==> src/rtl/ahb_arbiter.sv <==
// ahb_arbiter: round-robin arbiter that shares one AHB-Lite address/data path
// among NUM_MASTERS masters. A grant is never moved in the middle of a
// fixed-length burst or a locked sequence. With no requests pending, the bus
// parks on master 0.
//
// Ports
//   hclk       bus clock, rising edge
//   hreset     asynchronous active-high reset
//   hbusreq    per-master bus request
//   hlock      per-master locked-transfer request
//   htrans     muxed transfer type (0 IDLE, 1 BUSY, 2 NONSEQ, 3 SEQ)
//   hburst     muxed burst type
//   hready     muxed bus ready
//   hgrant     one-hot grant, registered
//   hmaster    owner of the current address phase, registered
//   hmastlock  current address-phase transfer is locked, registered
module ahb_arbiter #(
  parameter int NUM_MASTERS = 4,
  parameter int MW          = 2
) (
  input  logic                   hclk,
  input  logic                   hreset,
  input  logic [NUM_MASTERS-1:0] hbusreq,
  input  logic [NUM_MASTERS-1:0] hlock,
  input  logic [1:0]             htrans,
  input  logic [2:0]             hburst,
  input  logic                   hready,
  output logic [NUM_MASTERS-1:0] hgrant,
  output logic [MW-1:0]          hmaster,
  output logic                   hmastlock
);

  localparam logic [1:0] IDLE   = 2'd0;
  localparam logic [1:0] BUSY   = 2'd1;
  localparam logic [1:0] NONSEQ = 2'd2;
  localparam logic [1:0] SEQ    = 2'd3;

  localparam logic [2:0] SINGLE = 3'b000;
  localparam logic [2:0] INCR   = 3'b001;

  typedef enum logic [1:0] {PARK, OWNED, BURST, LOCKED} state_e;

  state_e                   state_q, state_d;
  logic [NUM_MASTERS-1:0]   grant_q, grant_d;
  logic [MW-1:0]            master_q, master_d;
  logic                     mastlock_q, mastlock_d;
  logic [MW-1:0]            ptr_q, ptr_d;
  logic [4:0]               cnt_q, cnt_d;

  logic [MW-1:0]            grant_idx;
  logic [MW-1:0]            win_idx;
  logic [MW-1:0]            cand;
  logic                     found;
  logic                     any_req;
  logic [4:0]               len_m1;
  logic                     arb_ok;

  always_comb begin
    // Binary index of the current one-hot grant.
    grant_idx = '0;
    for (int i = 0; i < NUM_MASTERS; i++)
      if (grant_q[i]) grant_idx = MW'(i);

    // Round-robin search starting just after the last winner; the last
    // winner itself is checked last so it is reselected only when alone.
    any_req = |hbusreq;
    win_idx = '0;
    cand    = '0;
    found   = 1'b0;
    for (int i = 1; i <= NUM_MASTERS; i++) begin
      cand = MW'((int'(ptr_q) + i) % NUM_MASTERS);
      if (!found && hbusreq[cand]) begin
        found   = 1'b1;
        win_idx = cand;
      end
    end

    // Beats remaining after the NONSEQ; INCR is open-ended so treat as 0.
    case (hburst)
      3'b000, 3'b001: len_m1 = 5'd0;
      3'b010, 3'b011: len_m1 = 5'd3;
      3'b100, 3'b101: len_m1 = 5'd7;
      default:        len_m1 = 5'd15;
    endcase

    // Arbitration point: owner not locked, not BUSY, and at a transfer
    // boundary the owner cannot be interrupted across.
    arb_ok = 1'b0;
    if (hready && !hlock[master_q] && htrans != BUSY)
      arb_ok = (htrans == IDLE)
            || (htrans == NONSEQ && hburst == SINGLE)
            || (htrans == SEQ && cnt_q == 5'd1)
            || (hburst == INCR && !hbusreq[master_q]);

    cnt_d = cnt_q;
    if (hready) begin
      if (htrans == NONSEQ)   cnt_d = len_m1;
      else if (htrans == SEQ) cnt_d = (cnt_q == 5'd0) ? 5'd0 : cnt_q - 5'd1;
    end

    grant_d    = grant_q;
    ptr_d      = ptr_q;
    master_d   = master_q;
    mastlock_d = mastlock_q;
    state_d    = state_q;
    if (hready) begin
      master_d   = grant_idx;
      mastlock_d = hlock[grant_idx];
      if (arb_ok) begin
        if (any_req) begin
          grant_d = NUM_MASTERS'(1) << win_idx;
          ptr_d   = win_idx;
          state_d = hlock[win_idx] ? LOCKED : OWNED;
        end else begin
          grant_d = NUM_MASTERS'(1);
          ptr_d   = '0;
          state_d = PARK;
        end
      end else begin
        state_d = hlock[master_q] ? LOCKED : BURST;
      end
    end
  end

  always_ff @(posedge hclk or posedge hreset) begin
    if (hreset) begin
      state_q    <= PARK;
      grant_q    <= NUM_MASTERS'(1);
      master_q   <= '0;
      mastlock_q <= 1'b0;
      ptr_q      <= '0;
      cnt_q      <= '0;
    end else begin
      state_q    <= state_d;
      grant_q    <= grant_d;
      master_q   <= master_d;
      mastlock_q <= mastlock_d;
      ptr_q      <= ptr_d;
      cnt_q      <= cnt_d;
      assert ($onehot(grant_q));
      if (state_q == PARK) assert (grant_q == NUM_MASTERS'(1));
    end
  end

  assign hgrant    = grant_q;
  assign hmaster   = master_q;
  assign hmastlock = mastlock_q;

endmodule
==> config.mk <==
export PLATFORM = sky130hd
export DESIGN_NAME = ahb_arbiter
export DESIGN_NICKNAME = d
export VERILOG_FILES = /design/src/rtl/ahb_arbiter.sv
export SDC_FILE = /design/constraint.sdc
export NUM_CORES = 1
export LEC_CHECK = 0
export ABC_CLOCK_PERIOD_IN_PS = 3100
export BUFFER_PORTS_ARGS = -buffer_cell sky130_fd_sc_hd__buf_2
export CORE_MARGIN = 4
export CORE_UTILIZATION = 58
export CTS_BUF_LIST = sky130_fd_sc_hd__clkbuf_4 sky130_fd_sc_hd__clkbuf_8
export DETAILED_ROUTE_END_ITERATION = 16
export PLACE_DENSITY_LB_ADDON = 0.1
export SYNTH_ARGS = -nofsm -noshare
export SYNTH_HDL_FRONTEND = slang
export SYNTH_SLANG_ARGS = --single-unit
==> constraint.sdc <==
create_clock -name hclk -period 3.1 [get_ports hclk]
set_input_delay 0.155 -clock hclk [delete_from_list [all_inputs] [get_ports hclk]]
set_output_delay 0.155 -clock hclk [all_outputs]
set_load 0.005 [all_outputs]
# Word level (Yosys, flattened, before mapping)
# Index checks and enable logic that the tools add are counted.
[classes]
order_cmp = 6
n_div = 0
add_sub_neg = 5
eq_ne = 9
multipliers = 0
mux = 31
shift = 1
reduce_logical = 26
n_bitwise = 0
[ops]
columns = ["cell", "count"]
rows = [
  ["2-bit by 3-bit less-than comparator with 1-bit output, second input constant", 6],
  ["5-bit two-way mux", 3],
  ["1-bit binary-select mux with 2-bit select", 7],
  ["2-bit two-way mux", 7],
  ["1-bit two-way mux", 12],
  ["4-bit case mux with 3 select lines", 1],
  ["1-bit logical AND", 8],
  ["3-bit by 2-bit == test with 1-bit output, second input constant", 2],
  ["3-bit == test, second input constant", 2],
  ["2-bit OR reduction", 3],
  ["5-bit by 1-bit == test with 1-bit output, second input constant", 1],
  ["1-bit zero test", 5],
  ["5-bit zero test", 1],
  ["5-bit by 1-bit subtractor with 5-bit output, second input constant", 1],
  ["2-bit by 1-bit adder with 2-bit output, second input constant", 2],
  ["2-bit adder, second input constant", 2],
  ["2-bit == test, second input constant", 2],
  ["4-bit two-way mux", 1],
  ["2-bit AND reduction", 2],
  ["4-bit OR reduction", 1],
  ["1-bit by 2-bit << shifter with 4-bit output, first input constant", 1],
  ["3-bit by 1-bit == test with 1-bit output, second input constant", 1],
  ["3-bit zero test", 1],
  ["1-bit logical OR", 3],
  ["other kinds (3)", 3],
]
[totals]
regBits = 14
mem_bits_rw = 0
romBits = 0
out_inout_bits = 7
latch_bits = 0
n_memories = 0

# Logic depth before layout (Yosys ltp)
[depth]
ltp_word = 15
depth_mapped = 6

# Worst setup path before layout
# Ideal clock, no wire load.
[synth_timing]
path_kind = "reg2reg"
from = "reg master_q[1] (netlist: hmaster[1])"
to = "reg ptr_q[0]"
t_required_ns = 2.975
setup_ns = 0.125
arrival_ns = 1.588
n_path_buf = 0
stages_incl_launch_ff = 5
slack_ns = 1.387
path_cell_list = "dfrtp_1 -> mux4_2 -> o22ai_2 -> nand4b_4 -> mux2_4"
[synth_via]
elab_chain_cells = 7
word_cells_on_any_way = 12
[synth_lines]
columns = ["item", "line", "rtl"]
rows = [
  ["from (decl)", "45", "logic [MW-1:0] master_q, master_d;"],
  ["from (signal assigned)", "136", "master_q <= master_d;"],
  ["1-bit binary-select mux with 2-bit select, on equally long branches", "-", ""],
  ["1-bit two-way mux, on equally long branches", "-", ""],
  ["1-bit zero test, on equally long branches", "93, 89", ""],
  ["1-bit logical AND, on equally long branches", "93, 89", ""],
  ["1-bit logical OR / 1-bit logical AND (equally long branches)", "93, 89", ""],
  ["1-bit two-way mux (*)", "89", "if (hready && !hlock[master_q] && htrans != BUSY)"],
  ["2-bit AND reduction (no source line) (*)", "-", ""],
  ["to (signal assigned)", "138", "ptr_q <= ptr_d;"],
  ["to (decl)", "47", "logic [MW-1:0] ptr_q, ptr_d;"],
]
# Mark *: on every way between the ends. The rest lies on a longest branch, timed or not. The select of a mux whose other input is x is not followed.
# A chain may end at the register's enable or synchronous reset.

# Worst setup path after layout
[layout_timing]
from = "reg master_q[1] (netlist: hmaster[1])"
to = "reg grant_q[3] (netlist: hgrant[3])"
[layout_via]
elab_chain_cells = 7
word_cells_on_any_way = 12
[layout_lines]
columns = ["item", "line", "rtl"]
rows = [
  ["1-bit binary-select mux with 2-bit select, on equally long branches", "-", ""],
  ["1-bit two-way mux, on equally long branches", "-", ""],
  ["1-bit zero test, on equally long branches", "93, 89", ""],
  ["1-bit logical AND, on equally long branches", "93, 89", ""],
  ["1-bit logical OR / 1-bit logical AND (equally long branches)", "93, 89", ""],
  ["1-bit two-way mux (*)", "89", ""],
  ["2-bit AND reduction (no source line) (*)", "-", ""],
  ["to (signal assigned)", "135", "grant_q <= grant_d;"],
  ["to (decl)", "44", "logic [NUM_MASTERS-1:0] grant_q, grant_d;"],
]
# Marks and branches as above.

==> summary.md <==
| Metric | Value |
|---|---|
| Slew at the pin closest to its max-slew limit | `513 ps` |
| N_diodes | `0` |
| P_leak | `0.575 nW` |
| Max Cap Violations | `0` |
| Part of the cycle the worst path needs | `0.576` |
| Drt drc | `0` |
| Synth area leader | `dfrtp_1` |
| Syn_area_per_cell | `9.21 sq um` |
| Clock root buffer master | `clkbuf_4` |
| Yosys top cell area share | `0.343` |
| Commonest non-fill, non-tap cell in the layout | `buf_2` |
| CTS resizes | `0` |
| CP Capture Type | `flip-flop` |
| WL per Instance | `14.5 um` |
| Clock transition at path regs | `80 ps` |
| PwrDens | `727 mW/mm^2` |
| CP startpoint kind | `flip-flop` |
| Crit path kind | `reg2reg` |
| Period minus WS final | `1790 ps` |
| GRT Residual Overflow | `0` |
| Final Hold Viols | `0` |
| Sequential area share after synthesis | `0.371` |
| HP Class | `in2reg` |
| Post-Synth Adder-Cell Area | `0.0396` |
| Starting density of the core | `0.622` |
| Multi-input gate area | `554 sq um` |
| Antenna-violating nets left | `0` |
| Synth Flop Type | `dfrtp_1` |
| Placeable Area | `0.00152 sq mm` |
| CTS Sinks | `14` |
| Worst Skew | `2.08 ps` |
| Setup Slack @ Placement | `1320 ps` |
| # setup viols final | `0` |
| Num ports | `23` |
| Slew headroom | `0.658` |
| Worst setup margin | `1310 ps` |
| Fillers | `121` |
| First-pass GRT wire length | `3780 um` |
| Maximum clock rate | `560 MHz` |
| Die Height | `48.4 um` |
| CTS tree | `yes` |
| Most frequent cells in the layout | `22 x buf_2, 13 x dfrtp_1, 11 x a21oi_1, 11 x nor2_1` |
| Total CTS buffers | `3` |
| Max-slew violation count | `0` |
| CP Data Required Time | `3270 ps` |
| DR iter-0 viols | `17` |
| Syn Inst Count | `103` |
| Vias in the first global route | `812` |
| Synth unique cells | `29` |
| Ys Warns | `0` |
| Seq. cell area | `352 sq um` |
| Result of the run | `finished clean` |
| Detailed Routing Iterations Pass 1 | `4` |
| All-Layer GR Usage | `0.198` |
| Yosys reg bits | `14` |
| Vias | `850` |
| Nets | `148` |
| Setup_tns | `0 ps` |
| Crit path arrival time | `1950 ps` |
| Synth top area cells | `dfrtp_1 34%, mux2i_1 6.3%, a21oi_1 5.8%, mux2_4 4.7%, nor2_1 4.4%` |
| Post-Synth XOR/XNOR Area | `0.00923` |
| Layout area overhead | `17.0%` |
| Async set or reset register ratio after synthesis | `1.00` |
| Main combinational cell family by area after synthesis | `compound AO/OA/AOI/OAI gates` |
| Synth Area in Compound Gates | `0.207` |
| Die width | `48.4 um` |
| Number of synthesized flops with an enable pin | `0` |
| CP max FO | `6` |
| Largest net degree at the start of global routing | `15` |
| Synthesized Nets | `122` |
| DIE AREA | `0.00235 sq mm` |
| Simple-gate share of the synthesized area | `0.166` |
| Port Buffers | `22` |
| Multiplexer area fraction after synthesis | `0.162` |
| Share of layout cells above drive strength 1 | `0.258` |
| RSZ-0062 raised after global routing | `no` |
| Max VDD drop | `0.475 mV` |
| Gpl congestion | `0.796` |
| H-tree levels | `1` |
| Core Rows | `14` |
| HPWL after detailed placement | `1660 um` |
| Vias per std cell | `5.90` |
| Area of the mapped netlist | `948 sq um` |
| Maximum buffer depth of the clock tree | `2` |
| WL final | `2080 um` |
| Worst-skew pair later-pin latency | `280 ps` |
| Initial antenna violation count | `0` |
-- Yosys cell counts (2+ instances only) --
cell and n:
nor2b_1 4, nand2_1 9, mux2_4 3, ha_1 3
nor3_1 3, a21oi_1 11, mux2i_1 6, a31oi_1 2
a21o_1 3, o21ai_0 8, nand2b_1 2, nor2_1 11
inv_1 9, o22ai_1 2, dfrtp_1 13
-- metrics by stage --
stage / power (mW) / hold WS, ps / utilization / cells / area (sq um)
floorplan: 0.579 / 43.5 / - / 103 / 948
global placement: 0.675 / 211 / 0.702 / 139 / 1070
CTS: 0.811 / 162 / 0.728 / 144 / 1110
global route: 0.880 / 197 / 0.728 / 144 / 1110
detailed placement: 0.692 / 217 / 0.702 / 139 / 1070
finish: 0.807 / 172 / 0.728 / 144 / 1110
-- repair_timing --
item	in CTS	in global routing
endpoints found under the hold margin	13	0
hold buffers	1	0
setup buffers	0	0
-- final timing paths --
kind,cells past startpoint,endpoint,slack (ps),startpoint
worst min register to register,2,hgrant[0]$_DFFE_PP1P_,470,hgrant[0]$_DFFE_PP1P_
max in group asynchronous,3,hgrant[0]$_DFFE_PP1P_,2300,hreset
worst max register to register,4,hgrant[3]$_DFFE_PP0P_,1310,hmaster[1]$_DFFE_PP0P_
worst min-delay path,3,hgrant[1]$_DFFE_PP0P_,170,hbusreq[1]
min in group asynchronous,3,hmaster[1]$_DFFE_PP0P_,450,hreset
worst max-delay path,4,hgrant[3]$_DFFE_PP0P_,1310,hmaster[1]$_DFFE_PP0P_
-- power breakdown --
part           internal (mW)  switching, mW  total, mW  leakage (nW)
Sequential             0.259         0.0926      0.351         0.164
Clock                 0.0587         0.0591      0.118        0.0184
Combinational          0.186          0.152      0.338         0.392
-- kinds of logic after synthesis --
| logic type | after synthesis |
|---|---|
| compound gates | 32 |
| xor+xnor | 1 |
| fa+ha+maj | 3 |
| buf+inv | 11 |
| flops | 14 |
| mux | 11 |
| simple gates | 31 |
-- routing by layer --
layer	up-vias	part of all wire	wire length, um	track usage
met5	-	0	0	0
met4	0	0.0048	10	0.0415
met3	2	0.051	107	0.0368
met2	29	0.51	1060	0.317
met1	398	0.43	904	0.276
li1	421	-	-	-
-- area by class of cell --
cell class / instances / share of cell area
inverters: 9 / 0.0304
multi-input cells: 78 / 0.499
well taps: 16 / 0.0180
clock buffers: 4 / 0.0271
repair buffers: 23 / 0.108
flip-flops and latches: 14 / 0.317
-- critical path: stages, from the launching register on --
cell and delay [ps]:
dfrtp_1 430, mux4_2 540, o22ai_2 170, nand4b_4 200, mux2_4 330
-- flip-flops by register name, indices dropped and copies added (netlist names) --
| register | count |
|---|---|
| cnt_q | 5 |
| hgrant | 4 |
| hmaster | 2 |
| ptr_q | 2 |
| hmastlock | 1 |
No activity file was read; power rests on OpenSTA's default activity.
